--- config.mk ---
export PLATFORM = sky130hd
export DESIGN_NAME = fft_stream_arbiter
export DESIGN_NICKNAME = d
export VERILOG_FILES = /design/src/rtl/fft_arb_pkg.sv /design/src/rtl/fft_arb_skid.sv /design/src/rtl/fft_stream_arbiter.sv
export SDC_FILE = /design/constraint.sdc
export NUM_CORES = 1
export LEC_CHECK = 0
export CORE_MARGIN = 1.5
export CORE_UTILIZATION = 48
export DETAILED_ROUTE_END_ITERATION = 10
export HOLD_SLACK_MARGIN = 0.1
export PLACE_DENSITY = 0.86
export SLEW_MARGIN = 20
export SYNTH_ARGS = -nofsm -noshare
export SYNTH_HDL_FRONTEND = slang
export SYNTH_SLANG_ARGS = --single-unit
--- constraint.sdc ---
create_clock -name clk -period 3.5 [get_ports clk]
set_input_delay 0.7 -clock clk [delete_from_list [all_inputs] [get_ports clk]]
set_output_delay 0.7 -clock clk [all_outputs]
set_load 0.02 [all_outputs]
--- src/rtl/fft_arb_pkg.sv ---
// Shared types and constants for the FFT input stream arbiter.
// Holds the FSM state encoding, default sizing and the round-robin search.
package fft_arb_pkg;

    typedef enum logic {
        IDLE = 1'b0,
        XFER = 1'b1
    } arb_state_e;

    localparam int DEF_N         = 4;
    localparam int DEF_W         = 16;
    localparam int DEF_FRAME_LEN = 1024;
    localparam int RR_MAX        = 16;

    // First requester strictly after ptr (wrapping modulo n); returns ptr if none.
    function automatic int rr_pick(input logic [RR_MAX-1:0] req, input int ptr, input int n);
        int         cand;
        logic [3:0] idx;
        rr_pick = ptr;
        for (int i = RR_MAX; i >= 1; i--) begin
            if (i <= n) begin
                cand = (ptr + i) % n;
                idx  = 4'(cand);
                if (req[idx]) begin
                    rr_pick = cand;
                end else begin
                    rr_pick = rr_pick;
                end
            end else begin
                cand = ptr;
            end
        end
    endfunction

endpackage

--- src/rtl/fft_arb_skid.sv ---
// Two-entry ping-pong register skid buffer with valid/ready on both sides.
// Accepts while fewer than two entries are held; output is the oldest entry.
module fft_arb_skid #(
    parameter int PW = 8
) (
    input  logic          clk,
    input  logic          rst_n,
    input  logic          in_valid,
    input  logic [PW-1:0] in_payload,
    output logic          in_ready,
    output logic          out_valid,
    output logic [PW-1:0] out_payload,
    input  logic          out_ready
);

    logic [1:0][PW-1:0] slot_r;
    logic               wr_sel_r;
    logic               rd_sel_r;
    logic [1:0]         count_r;
    logic               push_s;
    logic               pop_s;

    assign in_ready    = (count_r != 2'd2);
    assign out_valid   = (count_r != 2'd0);
    assign out_payload = slot_r[rd_sel_r];
    assign push_s      = in_valid & in_ready;
    assign pop_s       = out_valid & out_ready;

    // Slot storage and ping-pong write pointer.
    always_ff @(posedge clk or negedge rst_n) begin
        if (!rst_n) begin
            slot_r   <= '0;
            wr_sel_r <= 1'b0;
        end else if (push_s) begin
            slot_r[wr_sel_r] <= in_payload;
            wr_sel_r         <= ~wr_sel_r;
        end else begin
            wr_sel_r <= wr_sel_r;
        end
    end

    // Read pointer and occupancy tracking.
    always_ff @(posedge clk or negedge rst_n) begin
        if (!rst_n) begin
            rd_sel_r <= 1'b0;
            count_r  <= 2'd0;
        end else begin
            if (pop_s) begin
                rd_sel_r <= ~rd_sel_r;
            end else begin
                rd_sel_r <= rd_sel_r;
            end
            case ({push_s, pop_s})
                2'b10:   count_r <= count_r + 2'd1;
                2'b01:   count_r <= count_r - 2'd1;
                default: count_r <= count_r;
            endcase
        end
    end

endmodule

--- src/rtl/fft_stream_arbiter.sv ---
// Frame-granular round-robin arbiter feeding one FFT input stream via a skid buffer.
// Optional build macro FFT_ARB_FRAME_CNT_EN caps each grant at FRAME_LEN beats.
module fft_stream_arbiter
    import fft_arb_pkg::*;
#(
    parameter  int N         = DEF_N,
    parameter  int W         = DEF_W,
    parameter  int FRAME_LEN = DEF_FRAME_LEN,
    localparam int CW        = $clog2(N)
) (
    input  logic           clk,
    input  logic           rst_n,
    input  logic [N-1:0]   in_valid,
    input  logic [N*W-1:0] in_data,
    input  logic [N-1:0]   in_last,
    output logic [N-1:0]   in_ready,
    output logic           out_valid,
    output logic [W-1:0]   out_data,
    output logic           out_last,
    output logic [CW-1:0]  out_chan,
    input  logic           out_ready,
    output logic           busy
);

    localparam int PW = W + 1 + CW;

    if (N < 2 || N > RR_MAX || FRAME_LEN < 1) begin : g_bad_cfg
        $error("fft_stream_arbiter: unsupported N or FRAME_LEN");
    end

    arb_state_e         state_r;
    arb_state_e         state_s;
    logic [CW-1:0]      grant_r;
    logic [CW-1:0]      grant_s;
    logic [CW-1:0]      rr_ptr_r;
    logic [CW-1:0]      rr_ptr_s;
    logic               busy_r;
    logic [RR_MAX-1:0]  req_s;
    logic               skid_in_valid_s;
    logic               skid_in_ready_s;
    logic [PW-1:0]      skid_out_payload_s;
    logic               accept_s;
    logic               beat_last_s;
    logic               end_s;
    logic [W-1:0]       beat_data_s;

    assign beat_data_s     = in_data[int'(grant_r)*W +: W];
    assign beat_last_s     = in_last[grant_r];
    assign skid_in_valid_s = (state_r == XFER) & in_valid[grant_r];
    assign accept_s        = skid_in_valid_s & skid_in_ready_s;
    assign busy            = busy_r;

`ifdef FFT_ARB_FRAME_CNT_EN
    localparam int CNTW = $clog2(FRAME_LEN + 1);
    logic [CNTW-1:0] beat_cnt_r;
    logic            cnt_hit_s;

    assign cnt_hit_s = (beat_cnt_r == CNTW'(FRAME_LEN - 1));
    assign end_s     = beat_last_s | cnt_hit_s;

    // Beats accepted under the current grant; cleared whenever no grant is held.
    always_ff @(posedge clk or negedge rst_n) begin
        if (!rst_n) begin
            beat_cnt_r <= '0;
        end else if (state_r == IDLE) begin
            beat_cnt_r <= '0;
        end else if (accept_s) begin
            beat_cnt_r <= beat_cnt_r + CNTW'(1);
        end else begin
            beat_cnt_r <= beat_cnt_r;
        end
    end
`else
    assign end_s = beat_last_s;
`endif

    // Widen the request vector to the fixed width the search function expects.
    always_comb begin
        req_s        = '0;
        req_s[N-1:0] = in_valid;
    end

    // Only the held grant may see the skid's ready.
    always_comb begin
        in_ready = '0;
        if (state_r == XFER) begin
            in_ready[grant_r] = skid_in_ready_s;
        end else begin
            in_ready = '0;
        end
    end

    // Next-state: arbitrate in IDLE, hold the grant until the frame ends.
    always_comb begin
        state_s  = state_r;
        grant_s  = grant_r;
        rr_ptr_s = rr_ptr_r;
        case (state_r)
            IDLE: begin
                if (|in_valid) begin
                    grant_s = CW'(rr_pick(req_s, int'(rr_ptr_r), N));
                    state_s = XFER;
                end else begin
                    state_s = IDLE;
                end
            end
            XFER: begin
                if (accept_s && end_s) begin
                    rr_ptr_s = grant_r;
                    state_s  = IDLE;
                end else begin
                    state_s = XFER;
                end
            end
            default: begin
                state_s = IDLE;
            end
        endcase
    end

    // State, grant and round-robin pointer registers.
    always_ff @(posedge clk or negedge rst_n) begin
        if (!rst_n) begin
            state_r  <= IDLE;
            grant_r  <= '0;
            rr_ptr_r <= CW'(N - 1);
            busy_r   <= 1'b0;
        end else begin
            state_r  <= state_s;
            grant_r  <= grant_s;
            rr_ptr_r <= rr_ptr_s;
            busy_r   <= (state_s == XFER);
        end
    end

    fft_arb_skid #(
        .PW (PW)
    ) u_skid (
        .clk         (clk),
        .rst_n       (rst_n),
        .in_valid    (skid_in_valid_s),
        .in_payload  ({end_s, grant_r, beat_data_s}),
        .in_ready    (skid_in_ready_s),
        .out_valid   (out_valid),
        .out_payload (skid_out_payload_s),
        .out_ready   (out_ready)
    );

    assign {out_last, out_chan, out_data} = skid_out_payload_s;

endmodule

==> metrics.md, run 1 <==
| Metric | Value |
|---|---|
| Status | `completed` |
| Hold buffers post-CTS | `0` |
| Synthesized instance count | `184` |
| Crit. End Element | `output port` |
| Drt via density | `5.426` |
| Worst slack at placement | `0.4656 ns` |
| Fmax | `0.3651 GHz` |
| Area grow syn2layout | `41.24%` |
| Core area | `5439 sq um` |
| Flop pwr share | `30.4%` |
| Post CTS Setup Buffer Count | `0` |
| Finished Layout Cells | `352` |
| P_sw | `0.001265 W` |
| Max-slew violation count | `0` |
| Root Driver | `clkbuf_8` |
| Largest net degree at the start of global routing | `48` |
| WL per Instance | `16.26 um` |
| Worst-path fanout max | `11` |
| Antenna cells | `0` |
| Initial antenna violation count | `0` |
| CTS tree | `done` |
| Final ANT Viol Nets | `0` |
| Switching Fraction | `36.12%` |
| Most used DFF post-synth | `dfrtp_1` |
| Clock buffer count from CTS | `5` |
| Clk Latency, worst-skew pair | `0.29 ns` |
| Placed insts | `344` |
| CP arrival | `2.04 ns` |
| Die ar. | `6051 sq um` |
| Overflow after GRT | `0` |
| Vias in the first global route | `2011` |
| CP max stage delay | `0.75 ns` |
| DRC violation count after routing | `0` |
| Worst R2R Path Depth | `4` |
| Syn avg cell area | `14.59 sq um` |
| Commonest non-fill, non-tap cell in the layout | `clkdlybuf4s50_1` |
| CP required | `2.80 ns` |
| Gate power share | `59.6%` |
| Setup-failing EPs final | `0` |
| Sequential share of the synthesized area | `43.90%` |
| GP Congestion | `0.7165` |
| Max VDD drop | `478.7 uV` |
| Worst setup SP type | `flip-flop` |
| Total number of vias | `1910` |
| # clock sinks | `47` |
| Die span in y | `77.79 um` |
| P_int | `0.002236 W` |
| Share of cells above drive strength 1 | `32.86%` |
| Final period utilization | `78.27%` |
| Initial Util | `49.37%` |
| Hold slack | `0.4061 ns` |
| Worst-path clk slew | `0.08 ns` |
| Post-synth EDFFs | `0` |
| Clk network pwr share | `10.0%` |
| Routed WL | `5.723 mm` |
| Drt initial violations | `64` |
| Final worst slack | `0.7607 ns` |
| Syn Nets | `259` |
| Synthesis Warnings | `0` |
| Post-CTS Resized | `0` |
| H-tree Lvls | `2` |
| Hold WC Path Type | `input port to asynchronous set/reset pin` |
| Crit-path cells | `inv_1, nor3_1, clkdlybuf4s50_1` |
| Worst relative slew slack | `44.78%` |
| PortBufs | `99` |
| Final Hold Fails | `0` |
| Worst slew pin tran | `0.8253 ns` |
| Critical path class | `flip-flop to output port` |
| Max Cap Viol | `0` |
| # rows | `27` |
| CP max-delay cell | `dfrtp_1` |
| Chip Width | `77.79 um` |
| Nets | `354` |
| Leak | `1.542 nW` |
| Setup_tns | `0 ns` |
| First-pass GRT wire length | `9.528 mm` |
| Synthesized cell area | `2685 sq um` |
| Clk_skew | `0.004347 ns` |
| Unique masters post-synth | `40` |
| Commonest cells after routing, fill and taps aside | `98 x clkdlybuf4s50_1, 49 x mux2_2, 45 x dfrtp_1` |
| TritonRoute pass-1 iters | `4` |
| Synth async-reset ratio | `100.0%` |
| GRT Total Usage | `20.12%` |
| # IOs | `100` |
| Clock buffer depth | `2` |
| Min Tclk post-route | `2.739 ns` |
| Synthesized flop and latch total | `47` |
| Unrepaired setup endpoints after global routing | `no` |
| Pwr/cell area | `923.1 nW/um^2` |
| Hpwl dp | `4.230 mm` |
-- synthesized netlist by cell type (all sizes together), types with 2 or more instances --
library cell,count,area [sq um]
nor2,4,15.01
buf,6,62.55
inv,3,11.26
nor3,4,20.02
nand4,2,27.53
xnor2,2,17.52
clkbuf,8,31.28
dfrtp,45,1126
o21ai,2,10.01
nand2,4,15.01
mux2,59,701.9
mux4,18,409.2
nand3,3,15.01
nand2b,3,18.77
dfstp,2,52.55
a21o,2,15.01
-- sequential cells by signal, summed over array words and instances (netlist names) --
register / cells
busy: 1
u_skid.slot_r: 38
u_skid.count_r: 2
rr_ptr_r: 2
u_skid.rd_sel_r: 1
u_skid.wr_sel_r: 1
grant_r: 2
-- critical path: cells and delay by family, from the launching register on --
| family | cells | cell delay (ns) |
|---|---|---|
| buffers and inverters | 2 | 0.79 |
| AND/OR/NAND/NOR | 1 | 0.21 |
| flip-flops | 1 | 0.75 |
-- final cells by class --
class	count	area [sq um]
Tap cell	72	90.09
Timing Repair Buffer	102	1011
Sequential cell	47	1179
Fill cell	387	1647
Multi-Input combinational cell	120	1401
Clock buffer	8	100.1
Inverter	3	11.26
-- power groups by stage --
| stage | clock network (W) | logic (W) | registers (W) |
|---|---|---|---|
| floorplan | 0 | 0.00154 | 0.000958 |
| CTS | 0.000360 | 0.00211 | 0.00107 |
| detailed placement | 0 | 0.00210 | 0.00107 |
| global placement | 0 | 0.00205 | 0.00106 |
| global route | 0.000375 | 0.00223 | 0.00111 |
| finish | 0.000350 | 0.00209 | 0.00106 |
-- path summary, 6_finish.rpt --
path,start,end,slack [ns]
max reg2reg,grant_r[1]$_DFFE_PN0P_,u_skid.slot_r[4]$_DFFE_PN0P_,0.80
min in group clk,u_skid.slot_r[20]$_DFFE_PN0P_,u_skid.slot_r[20]$_DFFE_PN0P_,0.51
max in group asynchronous,rst_n,u_skid.slot_r[2]$_DFFE_PN0P_,2.70
max,grant_r[0]$_DFFE_PN0P_,in_ready[1],0.76
min reg2reg,u_skid.slot_r[20]$_DFFE_PN0P_,u_skid.slot_r[20]$_DFFE_PN0P_,0.51
min,rst_n,busy$_DFF_PN0_,0.41
-- per-layer routing --
| metal | up-vias | GRT usage, % | share of wire [%] |
|---|---|---|---|
| met5 | - | 0 | 0 |
| met4 | 0 | 6.364 | 1.0 |
| met3 | 5 | 4.118 | 5.6 |
| met2 | 69 | 33.83 | 50 |
| met1 | 947 | 26.00 | 43 |
| li1 | 889 | - | - |
-- cells by family (layout without fill, tap and decap cells) --
| logic type | Yosys count | after routing | synth area share [%] |
|---|---|---|---|
| buffers and inverters | 17 | 113 | 3.914 |
| multiplexers | 78 | 78 | 41.75 |
| flip-flops | 47 | 47 | 43.90 |
| XOR/XNOR | 2 | 2 | 0.6525 |
| AO/OA/AOI/OAI | 13 | 13 | 3.542 |
| AND/OR/NAND/NOR | 27 | 27 | 6.245 |
-- stage by stage --
step           total power (W)  util (%)  cell area, sq um
3_3_place_gp          0.003113     67.84              3690
2_1_floorplan         0.002501         -              2685
5_1_grt               0.003714     69.73              3792
3_5_place_dp          0.003176     67.84              3690
6_report              0.003501     69.73              3792
4_1_cts               0.003536     69.68              3790
Note: power is estimated with default switching activity, not from simulation.
==> inputs of run 2 (changes only) <==
--- a/config.mk
+++ b/config.mk
@@ -6,10 +6,10 @@
 export NUM_CORES = 1
 export LEC_CHECK = 0
 export CORE_MARGIN = 1.5
-export CORE_UTILIZATION = 48
+export CORE_UTILIZATION = 45
 export DETAILED_ROUTE_END_ITERATION = 10
 export HOLD_SLACK_MARGIN = 0.1
-export PLACE_DENSITY = 0.86
+export PLACE_DENSITY = 0.81
 export SLEW_MARGIN = 20
 export SYNTH_ARGS = -nofsm -noshare
 export SYNTH_HDL_FRONTEND = slang
==> constraint.sdc (replaced) <==
create_clock -name clk -period 2.6 [get_ports clk]
set_input_delay 0.52 -clock clk [delete_from_list [all_inputs] [get_ports clk]]
set_output_delay 0.52 -clock clk [all_outputs]
set_load 0.02 [all_outputs]
==> run 2 against run 1 <==
Hold slack worse by 0.20 ns. Die area is 6.4% higher. Register-to-register slack worse by 0.04 ns. Sequential power is 27% higher. Non-clock buffer count is 10 higher. Cell count is 2.8% higher. Wire length is 0.33% higher. Final area is 3.2% higher. Count of clock-buffer cells in the layout is 2 lower. Sequential cell count stayed put. Core utilization is 0.38 points lower. Clock power is 79% higher. Critical path type unchanged. Largest cell class unchanged. Highest routed layer unchanged.
==> metrics.md, run 2 (same netlist as run 1, synthesis figures left out) <==
| Metric | Value |
|---|---|
| Status | `completed` |
| Final Hold Fails | `0` |
| Clock buffer depth | `2` |
| Hpwl dp | `4.450 mm` |
| Initial antenna violation count | `0` |
| Worst slew pin tran | `0.5969 ns` |
| Min Tclk post-route | `2.380 ns` |
| Worst relative slew slack | `59.84%` |
| # IOs | `100` |
| Unrepaired setup endpoints after global routing | `no` |
| Max Cap Viol | `0` |
| # rows | `27` |
| Post CTS Setup Buffer Count | `0` |
| CP arrival | `1.86 ns` |
| Clock buffer count from CTS | `5` |
| CTS tree | `done` |
| Hold WC Path Type | `input port to asynchronous set/reset pin` |
| Vias in the first global route | `2015` |
| Worst setup SP type | `flip-flop` |
| Setup-failing EPs final | `0` |
| Hold buffers post-CTS | `0` |
| Routed WL | `5.742 mm` |
| Fmax | `0.4201 GHz` |
| Crit. End Element | `output port` |
| Leak | `1.608 nW` |
| Antenna cells | `0` |
| Initial Util | `47.59%` |
| Commonest non-fill, non-tap cell in the layout | `clkdlybuf4s50_1` |
| CP required | `2.08 ns` |
| Core area | `5642 sq um` |
| Pwr/cell area | `1264 nW/um^2` |
| Share of cells above drive strength 1 | `35.52%` |
| Drt via density | `5.403` |
| Commonest cells after routing, fill and taps aside | `98 x clkdlybuf4s50_1, 49 x mux2_2, 45 x dfrtp_1` |
| Number of flip-flops in the largest register | `38` |
| Critical path class | `flip-flop to output port` |
| Overflow after GRT | `0` |
| Clk_skew | `0.007967 ns` |
| GP Congestion | `0.8357` |
| Post-CTS Resized | `0` |
| Core Util, Final | `69.35%` |
| Total power | `0.004946 W` |
| Chip Width | `80.25 um` |
| Area grow syn2layout | `45.71%` |
| Final period utilization | `91.54%` |
| Max VDD drop | `541.3 uV` |
| GRT Total Usage | `18.93%` |
| Setup_tns | `0 ns` |
| FF-to-FF setup slack | `0.76 ns` |
| Drt initial violations | `77` |
| Die ar. | `6439 sq um` |
| Total number of vias | `1956` |
| Max-slew violation count | `0` |
| Final ANT Viol Nets | `0` |
| First-pass GRT wire length | `9.177 mm` |
| Worst-path fanout max | `10` |
| H-tree Lvls | `2` |
| TritonRoute pass-1 iters | `4` |
| Root Driver | `clkbuf_8` |
| PortBufs | `99` |
| Register bank with the most flops | `u_skid.slot_r` |
| Largest net degree at the start of global routing | `27` |
| # clock sinks | `47` |
| WL per Instance | `15.86 um` |
| DRC violation count after routing | `0` |
| Nets | `364` |
| Worst-path clk slew | `0.09 ns` |
| Die span in y | `80.25 um` |
| Clk Latency, worst-skew pair | `0.30 ns` |
[run 2: path summary, 6_finish.rpt]
check                                              start                       endpoint  cells past startpoint
setup reg to reg                  grant_r[0]$_DFFE_PN0P_  u_skid.slot_r[15]$_DFFE_PN0P_                      4
hold reg to reg            u_skid.slot_r[20]$_DFFE_PN0P_  u_skid.slot_r[20]$_DFFE_PN0P_                      1
max in group asynchronous                          rst_n   u_skid.slot_r[4]$_DFFE_PN0P_                      2
hold / removal                                     rst_n         grant_r[1]$_DFFE_PN0P_                      1
min in group clk           u_skid.slot_r[20]$_DFFE_PN0P_  u_skid.slot_r[20]$_DFFE_PN0P_                      1
setup / recovery                  grant_r[0]$_DFFE_PN0P_                    in_ready[1]                      4
[run 2: worst max-delay path, cell delays in order, from the launching register on]
cell             delay [ns]
dfrtp_1                0.40
buf_4                  0.24
inv_1                  0.10
nor3_1                 0.19
clkdlybuf4s50_1        0.63
[run 2: stage by stage]
step | instances | worst slack [ns] | hold WS, ns | area, sq um
floorplan | 184 | 0.6372 | 0.2244 | 2685
global placement | 354 | 0.2056 | 0.4819 | 3777
detailed placement | 354 | 0.1669 | 0.4900 | 3777
CTS | 362 | 0.08733 | 0.2163 | 3910
global route | 362 | 0.1119 | 0.2429 | 3913
finish | 362 | 0.2199 | 0.2025 | 3913
[run 2: layer usage]
metal | part of all wire, % | up-vias | track usage (%)
li1 | - | 914 | -
met5 | 0 | - | 0
met3 | 6.3 | 8 | 4.318
met4 | 2.0 | 0 | 8.276
met1 | 41 | 966 | 22.94
met2 | 51 | 68 | 32.10
[run 2: where the power goes]
part	switching (W)	internal (W)	leakage [nW]	total (W)
logic	0.00126	0.00171	0.992	0.00297
clock network	0.000242	0.000384	0.0654	0.000627
registers	0.000222	0.00113	0.551	0.00135
[run 2: area by class of cell]
class / count / area, sq um
Clock buffer: 6 / 72.57
Clock inverter: 2 / 60.06
Fill cell: 410 / 1729
Inverter: 3 / 11.26
Multi-Input combinational cell: 120 / 1404
Sequential cell: 47 / 1179
Tap cell: 72 / 90.09
Timing Repair Buffer: 112 / 1096
==> inputs of run 3 (changes only) <==
--- a/config.mk
+++ b/config.mk
@@ -5,6 +5,7 @@
 export SDC_FILE = /design/constraint.sdc
 export NUM_CORES = 1
 export LEC_CHECK = 0
+export CAP_MARGIN = 15
 export CORE_MARGIN = 1.5
 export CORE_UTILIZATION = 45
 export DETAILED_ROUTE_END_ITERATION = 10
==> results of run 3 <==
The final DEF is identical to that of run 2; final timing and power are the same.
